==> config.mk <==
export PLATFORM = sky130hd
export DESIGN_NAME = posit_encode_round
export DESIGN_NICKNAME = d
export VERILOG_FILES = /design/src/rtl/posit_encode_round.sv
export SDC_FILE = /design/constraint.sdc
export NUM_CORES = 1
export LEC_CHECK = 0
export ABC_AREA = 0
export CORE_UTILIZATION = 52
export CTS_BUF_LIST = sky130_fd_sc_hd__clkbuf_4 sky130_fd_sc_hd__clkbuf_8 sky130_fd_sc_hd__clkbuf_16
export CTS_CLUSTER_DIAMETER = 120
export DETAILED_ROUTE_END_ITERATION = 8
export GPL_TIMING_DRIVEN = 0
export PLACE_DENSITY = 0.81
export SLEW_MARGIN = 20
export SYNTH_ARGS = -nofsm -noshare
export SYNTH_HDL_FRONTEND = slang
export SYNTH_SLANG_ARGS = --single-unit
==> constraint.sdc <==
create_clock -name clk -period 2.54 [get_ports clk]
set_input_delay 0.508 -clock clk [delete_from_list [all_inputs] [get_ports clk]]
set_output_delay 0.508 -clock clk [all_outputs]
set_load 0.01 [all_outputs]
==> src/rtl/posit_encode_round.sv <==
// Posit encode stage: packs sign/regime/exponent/mantissa into an N-bit posit.
// Two-stage valid/ready pipeline with round-to-nearest-even and maxpos/minpos saturation.
module posit_encode_round #(
  parameter int unsigned N  = 8,
  parameter int unsigned S  = $clog2(N),
  parameter int unsigned ES = 0
) (
  input  logic                              clk,
  input  logic                              rst,
  input  logic                              in_valid,
  output logic                              in_ready,
  input  logic                              in_is_zero,
  input  logic                              in_is_inf,
  input  logic                              in_sign,
  input  logic [N-1:0]                      in_k,
  input  logic [((ES > 0) ? ES : 1)-1:0]    in_exp,
  input  logic [N-1:0]                      in_mant,
  output logic                              out_valid,
  input  logic                              out_ready,
  output logic [N-1:0]                      out_posit
);

  localparam int unsigned L    = 2 * N + ES;
  localparam int unsigned BW   = N - 1;
  localparam int unsigned RW   = S + 1;
  localparam int          KMAX = int'(N) - 2;

  logic          s2_adv, s1_adv;

  logic          s1_valid_q, s1_valid_d;
  logic [BW-1:0] s1_body_q, s1_body_d;
  logic          s1_guard_q, s1_guard_d;
  logic          s1_sticky_q, s1_sticky_d;
  logic          s1_sign_q, s1_sign_d;
  logic          s1_inf_q, s1_inf_d;
  logic          s1_zero_q, s1_zero_d;
  logic          s1_sat_hi_q, s1_sat_hi_d;
  logic          s1_sat_lo_q, s1_sat_lo_d;

  logic          s2_valid_q, s2_valid_d;
  logic [N-1:0]  out_posit_q, out_posit_d;

  int            k_c;
  logic          sat_hi, sat_lo;
  logic [RW-1:0] rlen;
  logic [L-1:0]  regime, tail, bit_str;

  logic          round_up;
  logic [BW-1:0] rbody, mag;
  logic [N-1:0]  packed_pos, packed_val;

  always_comb begin
    s2_adv = !s2_valid_q || out_ready;
    s1_adv = !s1_valid_q || s2_adv;
  end

  assign in_ready  = s1_adv;
  assign out_valid = s2_valid_q;
  assign out_posit = out_posit_q;

  // Stage 1: clamp k, lay out regime|exp|fraction left-aligned, split body/guard/sticky.
  always_comb begin
    k_c    = 32'($signed(in_k));
    sat_hi = k_c > KMAX;
    sat_lo = k_c < -KMAX;
    if (sat_hi) begin
      k_c = KMAX;
    end else if (sat_lo) begin
      k_c = -KMAX;
    end
    if (k_c >= 0) begin
      rlen   = RW'(k_c + 2);
      regime = ~({L{1'b1}} >> (k_c + 1));
    end else begin
      rlen   = RW'(1 - k_c);
      regime = {1'b1, {(L-1){1'b0}}} >> (-k_c);
    end
    // Shifting the full mantissa left by one drops the hidden bit.
    tail    = (L'(in_exp) << (L - ES)) | (({in_mant, {(L-N){1'b0}}} << 1) >> ES);
    bit_str = regime | (tail >> rlen);
  end

  // Stage 2: round to nearest even, saturate, apply specials and sign.
  always_comb begin
    round_up = s1_guard_q && (s1_sticky_q || s1_body_q[0]);
    rbody    = s1_body_q + BW'(round_up);
    if (s1_sat_hi_q || (&s1_body_q)) begin
      mag = {BW{1'b1}};
    end else if (s1_sat_lo_q || (rbody == '0)) begin
      mag = BW'(1);
    end else begin
      mag = rbody;
    end
    packed_pos = {1'b0, mag};
    if (s1_inf_q) begin
      packed_val = {1'b1, {(N-1){1'b0}}};
    end else if (s1_zero_q) begin
      packed_val = '0;
    end else if (s1_sign_q) begin
      packed_val = ~packed_pos + N'(1);
    end else begin
      packed_val = packed_pos;
    end
  end

  always_comb begin
    s1_valid_d  = s1_valid_q;
    s1_body_d   = s1_body_q;
    s1_guard_d  = s1_guard_q;
    s1_sticky_d = s1_sticky_q;
    s1_sign_d   = s1_sign_q;
    s1_inf_d    = s1_inf_q;
    s1_zero_d   = s1_zero_q;
    s1_sat_hi_d = s1_sat_hi_q;
    s1_sat_lo_d = s1_sat_lo_q;
    s2_valid_d  = s2_valid_q;
    out_posit_d = out_posit_q;
    if (s1_adv) begin
      s1_valid_d = in_valid;
    end
    if (s1_adv && in_valid) begin
      s1_body_d   = bit_str[L-1 -: BW];
      s1_guard_d  = bit_str[L-N];
      s1_sticky_d = |bit_str[L-N-1:0];
      s1_sign_d   = in_sign;
      s1_inf_d    = in_is_inf;
      s1_zero_d   = in_is_zero;
      s1_sat_hi_d = sat_hi;
      s1_sat_lo_d = sat_lo;
    end
    if (s2_adv) begin
      s2_valid_d = s1_valid_q;
      if (s1_valid_q) begin
        out_posit_d = packed_val;
      end
    end
  end

  always_ff @(posedge clk or posedge rst) begin
    if (rst) begin
      s1_valid_q  <= 1'b0;
      s1_body_q   <= '0;
      s1_guard_q  <= 1'b0;
      s1_sticky_q <= 1'b0;
      s1_sign_q   <= 1'b0;
      s1_inf_q    <= 1'b0;
      s1_zero_q   <= 1'b0;
      s1_sat_hi_q <= 1'b0;
      s1_sat_lo_q <= 1'b0;
      s2_valid_q  <= 1'b0;
      out_posit_q <= '0;
    end else begin
      s1_valid_q  <= s1_valid_d;
      s1_body_q   <= s1_body_d;
      s1_guard_q  <= s1_guard_d;
      s1_sticky_q <= s1_sticky_d;
      s1_sign_q   <= s1_sign_d;
      s1_inf_q    <= s1_inf_d;
      s1_zero_q   <= s1_zero_d;
      s1_sat_hi_q <= s1_sat_hi_d;
      s1_sat_lo_q <= s1_sat_lo_d;
      s2_valid_q  <= s2_valid_d;
      out_posit_q <= out_posit_d;
    end
  end

endmodule

==> flow_summary.ini, run 1 <==
[status]
status = finished with violations
violations = setup timing

[synth]
syn_inst = 380
syn_avg_cell_area_um2 = 7.87
synthArstFlopShare_pct = 100
synth_enable_flop_cells = 0
yosys_warnings = 0
yosysUniqueCellTypes = 69
synth_nets = 429
yosysTopAreaCellShare_pct = 20.1
synth_seq_cells = 24
ys_dominant_reg_cell = dfrtp_1
synth_area_leaders = dfrtp_1 20%, ha_1 10%, nand2_1 6.0%, o21ai_0 5.0%, xor2_1 4.1%
synth_seq_area_share_pct = 20.1
yosys.area.top_type = dfrtp_1
syn_area_mm2 = 0.00299

[finish]
fin_area_mm2 = 0.00392
area_delta_synth_final_pct = 30.9
insertedDiodeCount = 0
finish.net_count = 478
drive_above_1_share_pct = 26.0

[power_and_ir_drop]
swShare_pct = 40.2
worst_ir_drop_vdd_v = 0.000280
total_power_mw = 1.64
power_frac_seq_pct = 30.5
leakage_nw = 1.49
p_switching_mw = 0.661
clockPowerShare_pct = 13.5
pwr-share-comb_pct = 56.1
p_int_mw = 0.982
p_per_area_mw_per_mm2 = 419

[floorplan]
io_pins = 34
die_w_um = 77.9
initial_core_util_pct = 54.0
dieArea_mm2 = 0.00606
rows = 27
die_h_um = 77.9
core_area_mm2 = 0.00554

[timing]
fin_crit_ps = 4670
fin_skew_ps = 1.93
min_period_over_period_pct = 184
fin_ws_ps = -2130
rsz0062_at_grt = yes
finalHoldViolCount = 0
fmax_mhz = 214
drv_slew = 0
relSlewSlack_pct = 41.5
worst_slew_pin_slew_ps = 877
setup_viol = 10
holdWs_ps = 484
fin_tns_setup_ps = -18910

[worst_setup_path]
critical_path_class = in -> reg
reg2regPathDepth = 12
crit_fanout = 4
crit_required_ps = 2730
arrival_ps = 4860
end_kind = flop
startpoint_type = primary input
r2r_end = out_posit[6]
critPathLaunch = in_k[6]
rrSetupSlack_ps = -70
timing.rr.start = s1_sticky_q

[cts]
ctsHoldBuffers = 0
path_clk_slew_ps = 80
cts_buffer_depth = 2
cts_sinks = 24
cts-root-buf = clkbuf_8
htreeDepth = 1
tritoncts = yes
insertion_delay_ps = 260
cts_buffers = 3

[global_routing]
grt_overflow = 0
track_usage_pct = 27.2
grt_max_degree = 25
grt_pass1_vias = 2886
grt_pass1_wl_um = 13400
antenna_found_initial = 0

[route]
totalWireLength_um = 8070
drcViolationCount = 0
drt_iter0_drc = 141
avgRoutedWirePerCell_um = 16.2
drtAntennaViolNets = 0
via_count = 3065
drtPass1Iterations = 4
vias_per_cell = 6.14

[placed_design]
hpwlAfterDp_um = 5720
gp_congestion = 0.894
place_area_mm2 = 0.00347
port_buffers = 25

[worst_hold_path]
min_path_cells = 2
min_from = out_posit[4]
min_to = out_posit[4]
hold_class = reg -> reg

[run]
maxCapViolCount = 0
## state kept, by name, indices dropped and copies added, names as in the netlist
| name | flops |
|---|---|
| s1_body_q | 7 |
| s1_valid_q | 1 |
| out_posit | 8 |
| s1_sat_lo_q | 1 |
| s1_zero_q | 1 |
| s1_guard_q | 1 |
| s1_sticky_q | 1 |
| s1_sign_q | 1 |
| s1_sat_hi_q | 1 |
| s1_inf_q | 1 |
| out_valid | 1 |
## final cells by class
cell class	instances	area (um^2)
Multi-Input combinational cell	319	2530
Tap cell	72	90.1
Timing Repair Buffer	46	422
Fill cell	439	1620
Clock buffer	3	41.3
Inverter	15	63.8
Buffer	20	171
Sequential cell	24	601
## routing by layer
| metal | track usage (%) | routed length (um) | up-vias |
|---|---|---|---|
| met4 | 8.11 | 157 | 0 |
| met3 | 2.00 | 320 | 24 |
| li1 | - | - | 1498 |
| met1 | 32.8 | 3400 | 1437 |
| met5 | 0 | 0 | - |
| met2 | 50.7 | 4190 | 106 |
## cells by family after synthesis
kind of cell,after synthesis,synth area share [%]
simple gates,162,28.2
compound gates,99,23.5
buf+inv,37,6.86
fa+ha+maj,25,10.5
flops,24,20.1
xor+xnor,22,6.94
mux,11,3.93
## cell usage after synthesis (3+ instances only)
cell type,instances
clkbuf_1,10
buf_2,3
nor4_1,3
nand3b_1,5
or3_1,8
nor3_1,8
xnor2_1,6
nand2b_1,6
buf_6,8
xor2_1,14
inv_1,13
o31ai_1,4
dfrtp_1,24
a21oi_1,18
nor2b_1,3
o32a_1,4
nand3_1,19
o211ai_1,3
mux2i_1,8
o21a_1,3
nand2_1,48
o21ai_0,30
a211oi_1,3
a31oi_1,4
or2_2,4
and2_1,3
nor4b_1,3
nor2_1,31
nand4_1,8
ha_1,25
## per-stage QoR
step | util [%] | setup WS, ps | cells
floorplan | - | -2230 | 380
global placement | 62.7 | -3220 | 477
detailed placement | 62.7 | -3300 | 477
CTS | 68.2 | -2090 | 495
global route | 70.7 | -2280 | 499
finish | 70.7 | -2130 | 499
## power groups by stage
stage          combinational (mW)  clock [mW]  sequential, mW
2_1_floorplan               0.542           0           0.511
3_3_place_gp                0.765           0           0.497
3_5_place_dp                0.785           0           0.501
4_1_cts                     0.862       0.226           0.494
5_1_grt                      1.01       0.245           0.511
6_report                    0.921       0.221           0.500
## cell usage in the layout (no fill, tap or decap), types with 5 or more instances in the layout
cell type,Yosys,final
a21oi_1,18,16
buf_4,0,20
buf_6,8,6
clkbuf_1,10,5
clkdlybuf4s50_1,0,21
dfrtp_1,24,24
ha_1,25,17
ha_4,0,7
inv_1,13,12
mux2i_1,8,7
nand2_1,48,47
nand2b_1,6,6
nand3_1,19,14
nand3b_1,5,5
nand4_1,8,8
nor2_1,31,28
o21ai_0,30,25
or3_1,8,6
xnor2_1,6,6
xor2_1,14,12
## what timing repair did
| action | in CTS | in global routing |
|---|---|---|
| pin swaps | 19 | 18 |
| setup buffers | 16 | 6 |
| gates resized for setup | 54 | 26 |
| cloned | 0 | 0 |
| setup endpoints to repair | 11 | 11 |
## worst max-delay path, cell delays in order
cell and delay (ps):
buf_2 140, nand2_2 60, or3_4 340, ha_4 320, and3b_2 240, a31oi_4 170
buf_6 140, ha_4 120, or3b_4 370, or3_4 360, inv_6 90, nand3_4 60
ha_4 290, nor4b_4 170, nand4_1 110, or4_4 540, a221oi_4 240, nand3b_1 230
o211ai_1 220, o2bb2ai_1 130
## worst max-delay path by stage
stage / to / slack, ps / cells past startpoint
floorplan: s1_body_q[2] / -2230 / 20
global placement: s1_sticky_q / -3220 / 22
detailed placement: s1_body_q[5] / -3300 / 21
CTS: s1_body_q[6] / -2090 / 21
global route: s1_body_q[0] / -2280 / 21
finish: s1_body_q[6] / -2130 / 20
Note: power is estimated with default switching activity, not from simulation.
==> run 2, diff against run 1 <==
--- a/config.mk
+++ b/config.mk
@@ -6,12 +6,14 @@
 export NUM_CORES = 1
 export LEC_CHECK = 0
 export ABC_AREA = 0
+export ABC_CLOCK_PERIOD_IN_PS = 2540
 export CORE_UTILIZATION = 52
 export CTS_BUF_LIST = sky130_fd_sc_hd__clkbuf_4 sky130_fd_sc_hd__clkbuf_8 sky130_fd_sc_hd__clkbuf_16
-export CTS_CLUSTER_DIAMETER = 120
+export CTS_CLUSTER_DIAMETER = 30
 export DETAILED_ROUTE_END_ITERATION = 8
 export GPL_TIMING_DRIVEN = 0
 export PLACE_DENSITY = 0.81
+export RECOVER_POWER = 50
 export SLEW_MARGIN = 20
 export SYNTH_ARGS = -nofsm -noshare
 export SYNTH_HDL_FRONTEND = slang
==> flow_summary.ini, run 2 (synthesis gave the netlist of run 1 again) <==
[status]
status = finished with violations
violations = setup timing

[floorplan]
rows = 27
core_area_mm2 = 0.00554
initial_core_util_pct = 54.0
dieArea_mm2 = 0.00606
die_w_um = 77.9
io_pins = 34
die_h_um = 77.9

[cts]
cts-root-buf = clkbuf_8
cts_buffers = 3
htreeDepth = 1
insertion_delay_ps = 260
cts_sinks = 24
path_clk_slew_ps = 80
cts_buffer_depth = 2
tritoncts = yes
ctsHoldBuffers = 0

[route]
drtAntennaViolNets = 0
drcViolationCount = 0
totalWireLength_um = 8060
drtPass1Iterations = 4
vias_per_cell = 6.14
drt_iter0_drc = 139
avgRoutedWirePerCell_um = 16.2
via_count = 3063

[global_routing]
grt_pass1_wl_um = 13400
grt_pass1_vias = 2886
antenna_found_initial = 0
track_usage_pct = 27.2
grt_overflow = 0
grt_max_degree = 25

[worst_setup_path]
crit_fanout = 4
critical_path_class = in -> reg
path_common_cell = ha_4
cp.depth = 20
crit_required_ps = 2730
startpoint_type = primary input
cpMaxStageDelayCell = or4_4
reg2regPathDepth = 12
critPathBufInv = 3
slowest_delay_ps = 540
crit_chain = buf_2 > nand2_2 > or3_4 > ha_4 > and3b_2 > a31oi_4 > buf_6 > ha_4 > or3b_4 > or3_4 > inv_6 > nand3_4 > ha_4 > nor4b_4 > nand4_1 > or4_4 > a221oi_4 > nand3b_1 > o211ai_1 > o2bb2ai_1
end_kind = flop
arrival_ps = 4860
crit_family = simple AND/OR/NAND/NOR gates

[run]
maxCapViolCount = 0

[timing]
fin_skew_ps = 1.93
fin_crit_ps = 4670
setup_viol = 10
worst_slew_pin_slew_ps = 878
finalHoldViolCount = 0
relSlewSlack_pct = 41.4
fin_ws_ps = -2130
rsz0062_at_grt = yes
fmax_mhz = 214
min_period_over_period_pct = 184
drv_slew = 0

[placed_design]
hpwlAfterDp_um = 5720
dp_cells = 477
gp_congestion = 0.894
port_buffers = 25
place_area_mm2 = 0.00347

[finish]
fillers = 439
finish.net_count = 478
multi_input_area_mm2 = 0.00253
fin_cells = 499
final-seq-area_um2 = 601
fin_util_pct = 70.7
drive_above_1_share_pct = 26.0
largest_reg_flops = 8
fin_area_mm2 = 0.00392
final_common_cell = nand2_1
mostFrequentLayoutCells = 47 x nand2_1, 28 x nor2_1, 25 x o21ai_0, 24 x dfrtp_1, 20 x buf_4
area_delta_synth_final_pct = 30.9
insertedDiodeCount = 0

[power_and_ir_drop]
total_power_mw = 1.64
worst_ir_drop_vdd_v = 0.000280
p_per_area_mw_per_mm2 = 419
leakage_nw = 1.50

[worst_hold_path]
min_path_cells = 2
hold_class = reg -> reg
==> run 2: cell type report <==
| cell class | count | share of cell area [%] |
|---|---|---|
| plain buffers | 20 | 4.38 |
| well taps | 72 | 2.30 |
| inverters | 15 | 1.63 |
| flip-flops and latches | 24 | 15.3 |
| repair buffers | 46 | 10.8 |
| multi-input cells | 319 | 64.5 |
| clock buffers | 3 | 1.05 |
==> run 2: metal layers <==
layer / wire length (um) / GRT usage, % / share of wire (%) / vias to the layer above
met4: 157 / 8.11 / 1.9 / 0
li1: - / - / - / 1500
met3: 321 / 2.00 / 4.0 / 24
met2: 4190 / 50.7 / 52 / 106
met1: 3390 / 32.8 / 42 / 1433
met5: 0 / 0 / 0 / -
==> run 2: timing repair <==
| item | 4_1_cts | 5_1_grt |
|---|---|---|
| setup buffers | 16 | 6 |
| pin swaps | 19 | 18 |
| resized for setup | 54 | 26 |
| setup endpoints to repair | 11 | 11 |
==> run 2: worst paths after layout <==
kind,start,end,slack [ps]
max,in_k[6],s1_body_q[6],-2130
min,out_posit[4],out_posit[4],480
max reg2reg,s1_sticky_q,out_posit[6],-70
min reg2reg,out_posit[4],out_posit[4],480
max in group asynchronous,rst,s1_body_q[0],1140
min in group asynchronous,rst,s1_valid_q,870
==> run 2: where the power goes <==
| part | switching (mW) | internal, mW | total (mW) |
|---|---|---|---|
| Clock | 0.115 | 0.106 | 0.221 |
| Combinational | 0.492 | 0.429 | 0.920 |
| Sequential | 0.0538 | 0.446 | 0.500 |
| Total | 0.661 | 0.981 | 1.64 |
==> run 2: stage by stage <==
step / setup WS [ps] / hold slack (ps) / TNS, ps
floorplan: -2230 / 448 / -19760
finish: -2130 / 484 / -18910
detailed placement: -3300 / 469 / -29820
global placement: -3220 / 458 / -29000
global route: -2280 / 520 / -20250
CTS: -2090 / 471 / -18550
==> run 2: worst min-delay path, stage by stage, from the launching register on <==
cell,delay [ps]
dfrtp_1,340
nand2_1,50
o21ai_1,60
==> run 3, diff against run 2 <==
==> config.mk (replaced) <==
export PLATFORM = sky130hd
export DESIGN_NAME = posit_encode_round
export DESIGN_NICKNAME = d
export VERILOG_FILES = /design/src/rtl/posit_encode_round.sv
export SDC_FILE = /design/constraint.sdc
export NUM_CORES = 1
export LEC_CHECK = 0
export ABC_CLOCK_PERIOD_IN_PS = 2540
export CORE_UTILIZATION = 30
export CTS_BUF_LIST = sky130_fd_sc_hd__clkbuf_2 sky130_fd_sc_hd__clkbuf_4 sky130_fd_sc_hd__clkbuf_8
export CTS_CLUSTER_DIAMETER = 30
export DETAILED_ROUTE_END_ITERATION = 8
export GPL_TIMING_DRIVEN = 0
export PLACE_DENSITY = 0.53
export RECOVER_POWER = 50
export SLEW_MARGIN = 20
export SYNTH_ARGS = -nofsm -noshare
export SYNTH_HDL_FRONTEND = slang
export SYNTH_SLANG_ARGS = --single-unit
==> flow_summary.ini, run 3 (synthesis gave the netlist of run 1 again) <==
[status]
status = finished with violations
violations = setup timing

[global_routing]
use_met1_pct = 20.2
grt_max_degree = 25
use_met2_pct = 30.0
grt_pass1_wl_um = 13600
antenna_found_initial = 0
grt_overflow = 0
track_usage_pct = 16.1
grt-busiest-layer = met2
grt_pass1_vias = 2862
met3_usage_pct = 1.16

[timing]
worst_slew_pin_slew_ps = 916
fin_ws_ps = -2140
finalHoldViolCount = 0
fin_tns_setup_ps = -18920
drv_slew = 0
min_period_over_period_pct = 184
rsz0062_at_grt = yes
relSlewSlack_pct = 38.9
fmax_mhz = 214
setup_viol = 9
fin_crit_ps = 4680
fin_skew_ps = 1.74
holdWs_ps = 480

[placed_design]
post-place-ws_ps = -3370
hpwlAfterDp_um = 6080
place_area_mm2 = 0.00355
port_buffers = 25
dp_cells = 538
gp_congestion = 0.843

[finish]
area_delta_synth_final_pct = 31.9
fin_util_pct = 40.5
insertedDiodeCount = 0
drive_above_1_share_pct = 23.9
fin_area_mm2 = 0.00395
mostFrequentLayoutCells = 47 x nand2_1, 29 x nor2_1, 26 x o21ai_0, 24 x dfrtp_1
fin_cells = 559
fillers = 1033
finish.net_count = 476
largest_reg_flops = 8
final_common_cell = nand2_1

[route]
avgRoutedWirePerCell_um = 14.3
drtAntennaViolNets = 0
drtPass1Iterations = 4
via_count = 2955
drcViolationCount = 0
drt_iter0_drc = 136
totalWireLength_um = 7990
vias_per_cell = 5.29

[power_and_ir_drop]
p_per_area_mw_per_mm2 = 431
leakage_nw = 1.47
total_power_mw = 1.70
worst_ir_drop_vdd_v = 0.000182

[cts]
tritoncts = yes
insertion_delay_ps = 270
cts_buffers = 3
cts_buffer_depth = 2
path_clk_slew_ps = 90
cts-root-buf = clkbuf_8
ctsHoldBuffers = 0
htreeDepth = 1
cts_sinks = 24

[worst_setup_path]
startpoint_type = primary input
end_kind = flop
arrival_ps = 4890
critical_path_class = in -> reg
crit_fanout = 6
crit_required_ps = 2750

[worst_hold_path]
hold_class = reg -> reg

[floorplan]
dieArea_mm2 = 0.0104
io_pins = 34
die_h_um = 102
die_w_um = 102
core_area_mm2 = 0.00973
rows = 36
initial_core_util_pct = 30.7

[run]
maxCapViolCount = 0
[run 3: what timing repair did]
action,in CTS,in global routing
gates resized for setup,45,23
setup buffers,13,6
endpoints found under the setup margin,13,13
pin swaps,22,14
[run 3: cell type report]
type	instances	area (um^2)	share of cell area, %
clock buffers	4	55.1	1.40
flip-flops and latches	24	601	15.2
well taps	133	166	4.22
inverters	15	65.1	1.65
repair buffers	44	395	10.0
multi-input cells	319	2500	63.3
plain buffers	20	165	4.19
[run 3: final timing paths]
path,cells after the start,end,from,slack [ps]
max reg2reg,12,out_posit[6],s1_body_q[0],10
min,2,out_posit[7],out_posit[7],480
max,21,s1_body_q[2],in_k[7],-2140
min reg2reg,2,out_posit[7],out_posit[7],480
max in group asynchronous,2,s1_sat_lo_q,rst,1110
min in group asynchronous,2,out_valid,rst,870
[run 3: worst max-delay path: stages]
cell	delay, ps
buf_8	80
buf_6	90
nand2_2	40
or3_4	340
ha_4	320
and3b_2	240
a31oi_4	170
buf_6	140
ha_4	130
or3b_4	370
or3_4	360
inv_4	90
nand3_4	70
ha_4	300
nor4b_4	170
nand4_1	110
or4_4	550
a221oi_4	230
nor3b_4	310
nand3_1	130
a21oi_2	130
[run 3: report_power, final]
part           switching, mW  internal, mW  leakage [nW]
logic                  0.490         0.441          1.16
clock network          0.130         0.139        0.0288
registers             0.0534         0.446         0.275
total                  0.674          1.03          1.47
[run 3: per-layer routing]
layer,wire [um],vias up
met5,0,-
met4,68,0
met3,276,5
met2,3930,64
met1,3720,1387
li1,-,1499
==> variant (settings of run 1) <==
Change the parameter `N` from 8 to 4.
--- a/src/rtl/posit_encode_round.sv
+++ b/src/rtl/posit_encode_round.sv
@@ -3,3 +3,3 @@
 module posit_encode_round #(
-  parameter int unsigned N  = 8,
+  parameter int unsigned N  = 4,
   parameter int unsigned S  = $clog2(N),
Ports: changed (resized in_k, in_mant and out_posit); port bits go from 34 to 22. The function was not compared with the original's and may differ.
==> variant against run 1 <==
  * The flow still finishes with violations (negative setup slack)
  * Via count decreased by 59%
  * Sequential cell count shrank 8
  * Synthesized area shrank 57%
  * Cell area down 55%
  * Sequential power decreased by 34%
  * Setup slack better by 1.9 ns
  * Register-to-register slack improved by 0.42 ns
  * Clock skew increased by 0.0055 ns
  * Fmax up 72%
  * First-iteration DRC count shrank 79%
  * Routed wire length decreased by 60%
  * Non-clock buffer count is 31 lower
  * Power decreased by 48%
  * Largest cell class unchanged
==> variant: results (changes against run 1) <==
Global route
  • Global routing usage on met1: 28.6% (-4.3 points)
  • First-pass GRT wire length: 5220 µm (-61%)
  • Met2 capacity usage during global routing: 51.9% (+1.2 points)
  • Total routing resource utilization after global routing: 26.9% (-0.31 points)
  • Met3 capacity usage during global routing: 3.80% (+1.8 points)

Route
  • Vias after detailed routing: 1245 (-59%)
  • Vias/cell: 5.99 (-2.6%)
  • Met2 wirelength from detailed routing: 1730 µm (-59%)
  • Met1 wire length: 1290 µm (-62%)
  • Met3 WL: 122 µm (-62%)
  • Total wirelength of the detailed-routed design: 3250 µm (-60%)
  • Iteration-0 DRC Markers: 30 (-79%)

Placement
  • Cell area after placement: 1590 µm² (-54%)
  • Placed cell count: 194 (-59%)
  • Total of buffers placed on input and output ports: 19 (-24%)

Power and ir drop
  • Max rail drop VDD: 313 µV (+12%)

Synth
  • Post-Synthesis Cells: 147 (-61%)
  • Dominant cells by area after synthesis: sky130_fd_sc_hd__dfrtp_1 31%, sky130_fd_sc_hd__ha_1 14%, sky130_fd_sc_hd__o21ai_0 4.6%, sky130_fd_sc_hd__a21oi_1 3.5%, sky130_fd_sc_hd__nand2_1 3.2%
  • Syn_nets: 177 (-59%)

Timing
  • Final setup viols: 3 (-7)
  • Pin slew with the least headroom to its limit: 0.582 ns (-0.295 ns)
  • Final critical-path setup slack: -0.181 ns (+1.95 ns)
  • Clock Skew: 0.00744 ns (+0.00551 ns)

Layout
  • Largest register FFs: 4 (-4)
  • # nets final: 212 (-56%)
  • Layout cells sized above 1: 28.9% (+2.9 points)
  • Filler instances: 165 (-62%)

Setup path
  • Crit-path max FO: 6 (+2)
  • Cell with the biggest individual delay on the critical path: sky130_fd_sc_hd__ha_4
  • Arrival time at the worst endpoint: 2.88 ns (-1.98 ns)
  • Maximum single-stage delay on the critical path: 0.27 ns (-0.27 ns)

Run status
  • Failing checks: negative setup slack
  • Result of the run: finished, violations left

CTS
  • Skew-Pair Late Insertion Delay: 0.28 ns (+0.02 ns)
  • Root Buffer: sky130_fd_sc_hd__clkbuf_4
variant: changes by cell type after synthesis, sizes merged, moves of 8 or more:
cell,run 1,this run
a21oi,19,10
buf,12,2
dfrtp,24,16
ha,25,14
nand2,48,12
nand3,19,6
nor2,31,10
nor3,8,0
o21ai,31,12
xor2,14,3
variant: worst paths after layout:
kind | startpoint | endpoint | slack [ns]
setup / recovery | in_k[3] | s1_body_q[0] | -0.18
hold / removal | out_posit[2] | out_posit[2] | 0.49
setup reg to reg | s1_body_q[0] | out_posit[1] | 0.35
hold reg to reg | out_posit[2] | out_posit[2] | 0.49
max in group asynchronous | rst | out_valid | 1.58
min in group asynchronous | rst | s1_body_q[1] | 0.58
variant: cell families after synthesis:
| logic type | count (synthesis) | synth area share (%) |
|---|---|---|
| and+or+nand+nor | 51 | 21.6 |
| AOI/OAI and AO/OA | 40 | 20.7 |
| buffers and inverters | 16 | 5.61 |
| DFF | 16 | 31.0 |
| adders and majority gates | 14 | 13.6 |
| xor gates and xnor gates | 5 | 3.39 |
| muxes | 5 | 4.16 |
variant: report_power, final:
part | internal [mW] | switching (mW) | leakage [nW]
Sequential | 0.299 | 0.0327 | 0.185
Combinational | 0.198 | 0.195 | 0.540
Clock | 0.0550 | 0.0735 | 0.0138
Total | 0.552 | 0.301 | 0.739
variant: what timing repair did:
| item | CTS | global route |
|---|---|---|
| pin swaps | 9 | 10 |
| resized for setup | 21 | 11 |
| setup endpoints to repair | 5 | 4 |
| buffers inserted | 8 | 3 |
variant: layout make-up:
type | instances | area [µm²] | area share (%)
plain buffers | 5 | 46.3 | 2.64
inverters | 11 | 46.3 | 2.64
multi-input cells | 115 | 932 | 53.2
repair buffers | 30 | 270 | 15.4
clock buffers | 3 | 22.5 | 1.28
well taps | 28 | 35.0 | 2.00
flip-flops and latches | 16 | 400 | 22.8
